==> src/rtl/stream_output_fifo.sv <==
// stream_output_fifo: val/rdy circular-buffer FIFO between the adder output stream and the
// output crossbar. It holds up to DEPTH words, reports its occupancy on count, and supports
// a synchronous flush. The storage array is deliberately not reset.
//
// Optional feature: define STREAM_OUTPUT_FIFO_BYPASS_EN to enable a zero-latency
// pass-through. When enabled and the FIFO is empty, a word is handed straight to send_*
// if the downstream side is ready. That mode creates a combinational path
// recv_val/recv_msg -> send_val/send_msg.
module stream_output_fifo #(
    parameter int unsigned BIT_WIDTH = 32,
    parameter int unsigned DEPTH     = 4,
    parameter int unsigned CNT_WIDTH = $clog2(DEPTH) + 1
) (
    input  logic                 clk,
    input  logic                 reset,
    input  logic [BIT_WIDTH-1:0] recv_msg,
    input  logic                 recv_val,
    output logic                 recv_rdy,
    output logic [BIT_WIDTH-1:0] send_msg,
    output logic                 send_val,
    input  logic                 send_rdy,
    input  logic                 flush,
    output logic [CNT_WIDTH-1:0] count
);

    localparam int unsigned PTR_WIDTH = $clog2(DEPTH);
    localparam logic [CNT_WIDTH-1:0] FULL_CNT = CNT_WIDTH'(DEPTH);

    logic [BIT_WIDTH-1:0] mem [DEPTH];
    logic [PTR_WIDTH-1:0] wr_ptr_q, wr_ptr_d;
    logic [PTR_WIDTH-1:0] rd_ptr_q, rd_ptr_d;
    logic [CNT_WIDTH-1:0] count_q, count_d;
    logic                 full, empty;
    logic                 bypass;
    logic                 enq, deq;

    assign full  = (count_q == FULL_CNT);
    assign empty = (count_q == '0);

`ifdef STREAM_OUTPUT_FIFO_BYPASS_EN
    // Empty FIFO with a ready consumer: pass the word straight through, never stored.
    assign bypass = reset && !flush && empty && recv_val && send_rdy;
`else
    assign bypass = 1'b0;
`endif

    // Handshake outputs; rdy never looks at its own side's val.
    always_comb begin
        recv_rdy = reset && !flush && !full;
        send_val = bypass || (reset && !flush && !empty);
        if (bypass) begin
            send_msg = recv_msg;
        end else if (reset && !empty) begin
            send_msg = mem[rd_ptr_q];
        end else begin
            send_msg = '0;
        end
        count = count_q;
    end

    // Bypassed words are consumed on both sides without touching the buffer.
    assign enq = recv_val && recv_rdy && !bypass;
    assign deq = send_val && send_rdy && !bypass;

    // Next-state pointers and occupancy; pointers wrap by truncation (DEPTH is a power of two).
    always_comb begin
        wr_ptr_d = wr_ptr_q;
        rd_ptr_d = rd_ptr_q;
        count_d  = count_q;
        if (enq) begin
            wr_ptr_d = wr_ptr_q + PTR_WIDTH'(1);
        end
        if (deq) begin
            rd_ptr_d = rd_ptr_q + PTR_WIDTH'(1);
        end
        unique case ({enq, deq})
            2'b10:   count_d = count_q + CNT_WIDTH'(1);
            2'b01:   count_d = count_q - CNT_WIDTH'(1);
            default: count_d = count_q;
        endcase
    end

    // State register: synchronous active-low reset, then flush, then normal update.
    always_ff @(posedge clk) begin
        if (!reset) begin
            wr_ptr_q <= '0;
            rd_ptr_q <= '0;
            count_q  <= '0;
        end else if (flush) begin
            wr_ptr_q <= '0;
            rd_ptr_q <= '0;
            count_q  <= '0;
        end else begin
            wr_ptr_q <= wr_ptr_d;
            rd_ptr_q <= rd_ptr_d;
            count_q  <= count_d;
        end
    end

    // Storage write; enq is already low during reset and flush.
    always_ff @(posedge clk) begin
        if (enq) begin
            mem[wr_ptr_q] <= recv_msg;
        end
    end

endmodule

==> config.mk <==
export PLATFORM = sky130hd
export DESIGN_NAME = stream_output_fifo
export DESIGN_NICKNAME = d
export VERILOG_FILES = /design/src/rtl/stream_output_fifo.sv
export SDC_FILE = /design/constraint.sdc
export NUM_CORES = 1
export LEC_CHECK = 0
export BUFFER_PORTS_ARGS = -buffer_cell sky130_fd_sc_hd__buf_4
export CAP_MARGIN = 0
export CORE_MARGIN = 5
export CORE_UTILIZATION = 40
export CTS_CLUSTER_SIZE = 14
export DETAILED_ROUTE_END_ITERATION = 16
export MAX_ROUTING_LAYER = met4
export PLACE_DENSITY = 0.6
export SYNTH_ARGS = -nofsm -noshare
export SYNTH_HDL_FRONTEND = slang
export SYNTH_SLANG_ARGS = --single-unit
==> constraint.sdc <==
create_clock -name clk -period 2.91 [get_ports clk]
set_clock_uncertainty 0.1 [all_clocks]
set_input_delay 0.4365 -clock clk [delete_from_list [all_inputs] [get_ports clk]]
set_output_delay 0.4365 -clock clk [all_outputs]
set_load 0.01 [all_outputs]
# --- After elaboration in Yosys (flattened, before gate mapping) ---
# Memories as Yosys holds them, arrays and structs flattened. A register that Yosys moved wholly into a read port is not among the register bits.
# Cells that the tools add are included.
totals:
  ff_bits: 7
  ramBits: 128
  in_bits: 37
  out_inout_bits: 37
  elab_cells: 30
  memories: 1
mem_list:
  columns: ["name", "words", "width", "rd", "rd_ports_with_merged_regs", "write_ports", "line", "text"]
  rows:
  - ["mem", 4, 32, 1, 1, 1, "29", "logic [BIT_WIDTH-1:0] mem [DEPTH];"]
classes:
  n_addsub: 4
  eq_ne: 3
  muxes: 6
  bitwise: 1
  n_reduce_logical: 12
ops:
  columns: ["operator", "n"]
  rows:
  - ["$mux W32", 1]
  - ["$logic_and A1 B1 Y1", 6]
  - ["$pmux W3 S2", 1]
  - ["$add A2 B1 Y2 const B", 2]
  - ["$mux W2", 2]
  - ["$add A3 B1 Y3 const B", 1]
  - ["$eq A3 B3 Y1 const B", 1]
  - ["$logic_not A1 Y1", 3]
  - ["$logic_not A3 Y1", 1]
  - ["$sub A3 B1 Y3 const B", 1]
  - ["$eq A2 B1 Y1 const B", 1]
  - ["$eq A2 B2 Y1 const B", 1]
  - ["$mux W1", 2]
  - ["$reduce_bool A2 Y1", 1]
  - ["$reduce_or A2 Y1", 1]
  - ["$not A1 Y1", 1]

# --- Longest topological paths before layout ---
logic_depth:
  depth_word: 6
  depth_mapped: 10

# --- Worst setup path before layout ---
# OpenSTA, ideal clock, no wires.
synth_path:
  path_type: "register to register"
  startpoint: "register count_q[2], in the netlist count[2]"
  endpoint: "register count_q[2], in the netlist count[2]"
  arrival_ns: 2.387
  setup_slack_ns: 0.353
  stages_incl_launch_ff: 11
  n_path_buf: 1
  period_less_slack_ns: 2.557
  path_cell_list: "dfxtp_1 or3b_1 and3_1 buf_6 inv_1 ha_1 inv_1 fa_1 xor2_1 or3_2 a21oi_1"
synth_via:
  elab_chain_len: 6
synth_lines:
  columns: ["item", "line", "text"]
  rows:
  - ["start, declared", "32", "logic [CNT_WIDTH-1:0] count_q, count_d;"]
  - ["start signal, assigned", "96", "count_q <= count_d;"]
  - ["$eq A3 B3 Y1 / $logic_not A3 Y1 (equally long branches)", "37, 38", null]
  - ["$logic_not A1 Y1 (on tied branches)", "49, 50", null]
  - ["$logic_and A1 B1 Y1 (on tied branches)", "49, 50", null]
  - ["$logic_and A1 B1 Y1 (on tied branches)", "62, 63", null]
  - ["$eq A2 B1 Y1 / $eq A2 B2 Y1 (equally long branches)", "76", "unique case ({enq, deq})"]
  - ["$pmux W3 S2 / $reduce_bool A2 Y1 (equally long branches)", null, null]
# Several ways; a longest one is shown, not always the timed one.
# A chain may end at the register's enable or synchronous reset.

# --- Worst setup path after layout ---
# Same ends and word-level chain as after synthesis.

==> results_dict.tcl <==
set metrics [dict create \
    fin_ws_ns 0.228 \
    rsz0062_at_grt "no" \
    syn_area_mm2 0.00534 \
    syn_area_per_cell_um2 20.6 \
    maxCapViolations 0 \
    die_w_um 126 \
    outcome "finished, final reports clean" \
    crit_slowest_cell "dfxtp_1" \
    grt_remaining_overflow 0 \
    ant_nets 0 \
    pre_cts_ws_ns 0.262 \
    slew_headroom_pct 72.5 \
    p_total_mw 4.57 \
    cellPowerDensity_mw_per_mm2 673 \
    die_h_um 126 \
    initial_utilization_pct 40.5 \
    multi_input_area_mm2 0.00121 \
    cp_top_family "simple AND/OR/NAND/NOR gates" \
    cts-htree-levels 4 \
    drive_gt1_share_pct 41.8 \
    final_util_pct 51.4 \
    cpPeakStageDelay_ns 0.43 \
    yosysWarnings 0 \
    clockBufferDepth 2 \
    grt_start_max_net_pins 33 \
    dieArea_mm2 0.0158 \
    coreArea_mm2 0.0132 \
    io_buffers 73 \
    yosysTopAreaCellShare_pct 72.0 \
    cts-hold-fix-buffers 0 \
    worstHoldPathCells 1 \
    num_rows 42 \
    cp.depth 9 \
    cts_root_buf "clkbuf_16" \
    reg2reg_depth 9 \
    hpwl_um 5700 \
    yosysSeqAreaShare_pct 75.3 \
    cts_sinks 137 \
    register_area_mm2 0.00403 \
    nNetsFinal 391 \
    setup_viol 0 \
    cts_resized 0 \
    fmaxAchievable_mhz 373 \
    hold_path.class "primary input to register" \
    synth-seq-cells 137 \
    drt_iter0_drc 199 \
    path_buf_inv 2 \
    areaGrowthSynthToFinish_pct 27.0 \
    finalCritPeriodShare_pct 92.2 \
    drt-wirelength-per-cell_um 17.5 \
    crit_path_frequent_cell "inv_1" \
    drv_slew 0 \
    cts_tree "yes" \
    grt_pass1_vias 2814 \
    drt_wl_total_um 9400 \
    syn_nets 302 \
    cp_cell_sequence "or3b_1 -> and3_1 -> inv_1 -> ha_1 -> inv_1 -> fa_1 -> xor2_1 -> or3_2 -> a21oi_1" \
    grt_pass1_wl_um 15200 \
    io_pins 74 \
    timing.rr.start "count[2]$_SDFFE_PP0P_" \
    drc 0 \
    yosys.area.top_type "edfxtp_1" \
    viasPerCell 4.74 \
    num_vias 2547 \
    layout_min_cycle_time_ns 2.68 \
    cts-buffers-inserted 17 \
    cp.required_ns 3.15 \
    grtUsageTotal_pct 13.2 \
    worstSetupPathType "register to register" \
    postCtsSetupBuffers 0 \
    gp_congestion 0.701 \
    vdd_drop_max_mv 0.281 \
    antenna-diode-count 0 \
    cp_max_fo 7 \
    clkLatencyLatePin_ns 0.41 \
    synth_cells 259 \
    hold_viol_final 0 \
    worstSetupStartpointType "register" \
    cp.arrival_ns 2.92 \
    cp-end-kind "register" \
    crit_start "count[2]$_SDFFE_PP0P_" \
    nFillCells 1066 \
    clkTransAtPathRegs_ns 0.06 \
    dr.pass1.iters 6 \
    leakagePower_nw 2.29 \
    synth_cell_type_count 24 \
    antenna_found_initial 0 \
    worst_pin_slew_ns 0.408 \
    fin_setup_tns_ns 0 \
    ys_top_cells_by_area "edfxtp_1 (72%), mux4_2 (13%), nor2b_1 (3.9%)" \
    min_from "recv_msg[9]" \
]
## placed cells by master (no fill, tap or decap)
| cell type | netlist | routed |
|---|---|---|
| or3b_1 | 1 | 1 |
| dfxtp_2 | 0 | 2 |
| inv_1 | 7 | 7 |
| or3_2 | 1 | 1 |
| o31ai_1 | 1 | 1 |
| buf_12 | 0 | 4 |
| inv_6 | 0 | 1 |
| and3_1 | 1 | 1 |
| buf_4 | 0 | 78 |
| bufinv_16 | 0 | 5 |
| clkinv_2 | 0 | 2 |
| fa_1 | 1 | 1 |
| a21oi_1 | 2 | 2 |
| mux4_2 | 32 | 32 |
| mux2i_1 | 2 | 2 |
| clkinv_1 | 0 | 3 |
| nand2b_2 | 0 | 1 |
| nor2b_1 | 33 | 33 |
| nor2_1 | 8 | 8 |
| nand2_1 | 2 | 2 |
| nor3_1 | 1 | 1 |
| edfxtp_1 | 128 | 128 |
| nand2b_1 | 2 | 1 |
| xor2_1 | 4 | 4 |
| o21ai_0 | 1 | 1 |
| clkbuf_16 | 0 | 17 |
| clkinvlp_4 | 0 | 3 |
| dfxtp_1 | 9 | 7 |
| and2_2 | 5 | 5 |
| clkbuf_1 | 4 | 1 |
| o311ai_0 | 1 | 1 |
| ha_1 | 5 | 5 |
## sequential cells by signal (all words and copies together) (netlist names), named ones only
name,cells
count,3
rd_ptr_q,2
wr_ptr_q,2
mem,128
## metal layers
layer	GRT usage, %	share of wire [%]	vias to the layer above
met5	-	0	-
met4	4.59	1.3	0
met3	4.69	5.1	12
met2	21.1	52	62
met1	15.7	42	1278
li1	-	-	1195
## Yosys cell counts, drive strengths merged
library cell / number
ha: 5
clkbuf: 4
nand2: 2
nor3: 1
or3: 1
buf: 8
or3b: 1
fa: 1
mux4: 32
dfxtp: 9
o311ai: 1
nor2: 8
inv: 7
and2: 5
o31ai: 1
a21oi: 2
mux2i: 2
nor2b: 33
edfxtp: 128
xor2: 4
nand2b: 2
and3: 1
o21ai: 1
## worst reg2reg max path, delay by kind of cell (launching register included)
| family | cells | cell delay, ns |
|---|---|---|
| AOI/OAI and AO/OA | 1 | 0.15 |
| xor gates and xnor gates | 1 | 0.16 |
| adders and majority gates | 2 | 0.55 |
| buffers and inverters | 2 | 0.14 |
| DFF | 1 | 0.43 |
| and+or+nand+nor | 3 | 1.07 |
## metrics by stage
| step | std cells | area (um2) | hold WS (ns) |
|---|---|---|---|
| 2_1_floorplan | 259 | 5340 | 0.368 |
| 3_3_place_gp | 505 | 6150 | 0.402 |
| 3_5_place_dp | 505 | 6150 | 0.398 |
| 4_1_cts | 537 | 6780 | 0.109 |
| 5_1_grt | 537 | 6780 | 0.107 |
| 6_report | 537 | 6780 | 0.125 |
## where the power goes
group / total [mW] / internal, mW / switching (mW)
Clock: 2.26 / 1.51 / 0.754
Combinational: 0.122 / 0.0653 / 0.0567
Sequential: 2.18 / 2.18 / 0.00582
## path summary, 6_finish.rpt
check                             endpoint  slack [ns]
hold reg to reg   wr_ptr_q[1]$_SDFFE_PP0P_        0.40
setup reg to reg     count[2]$_SDFFE_PP0P_        0.23
setup / recovery     count[2]$_SDFFE_PP0P_        0.23
hold / removal         mem[1][9]$_DFFE_PP_        0.12
## kinds of logic after synthesis
kind of cell             synth area share (%)
flip-flops                               75.3
AND/OR/NAND/NOR                          6.02
multiplexers                             13.9
buffers and inverters                    1.99
adder cells (fa/ha/maj)                  1.55
AO/OA/AOI/OAI                           0.586
XOR/XNOR                                0.656
## final cells by class
class                      count  area share (%)
sequential                   137            59.4
multi-input combinational    103            17.9
timing repair buffer          82            9.81
clock buffer                  18            6.33
tap                          176            3.25
clock inverter                14            2.99
inverter                       7           0.387
Power figures use the tool's default switching activity.
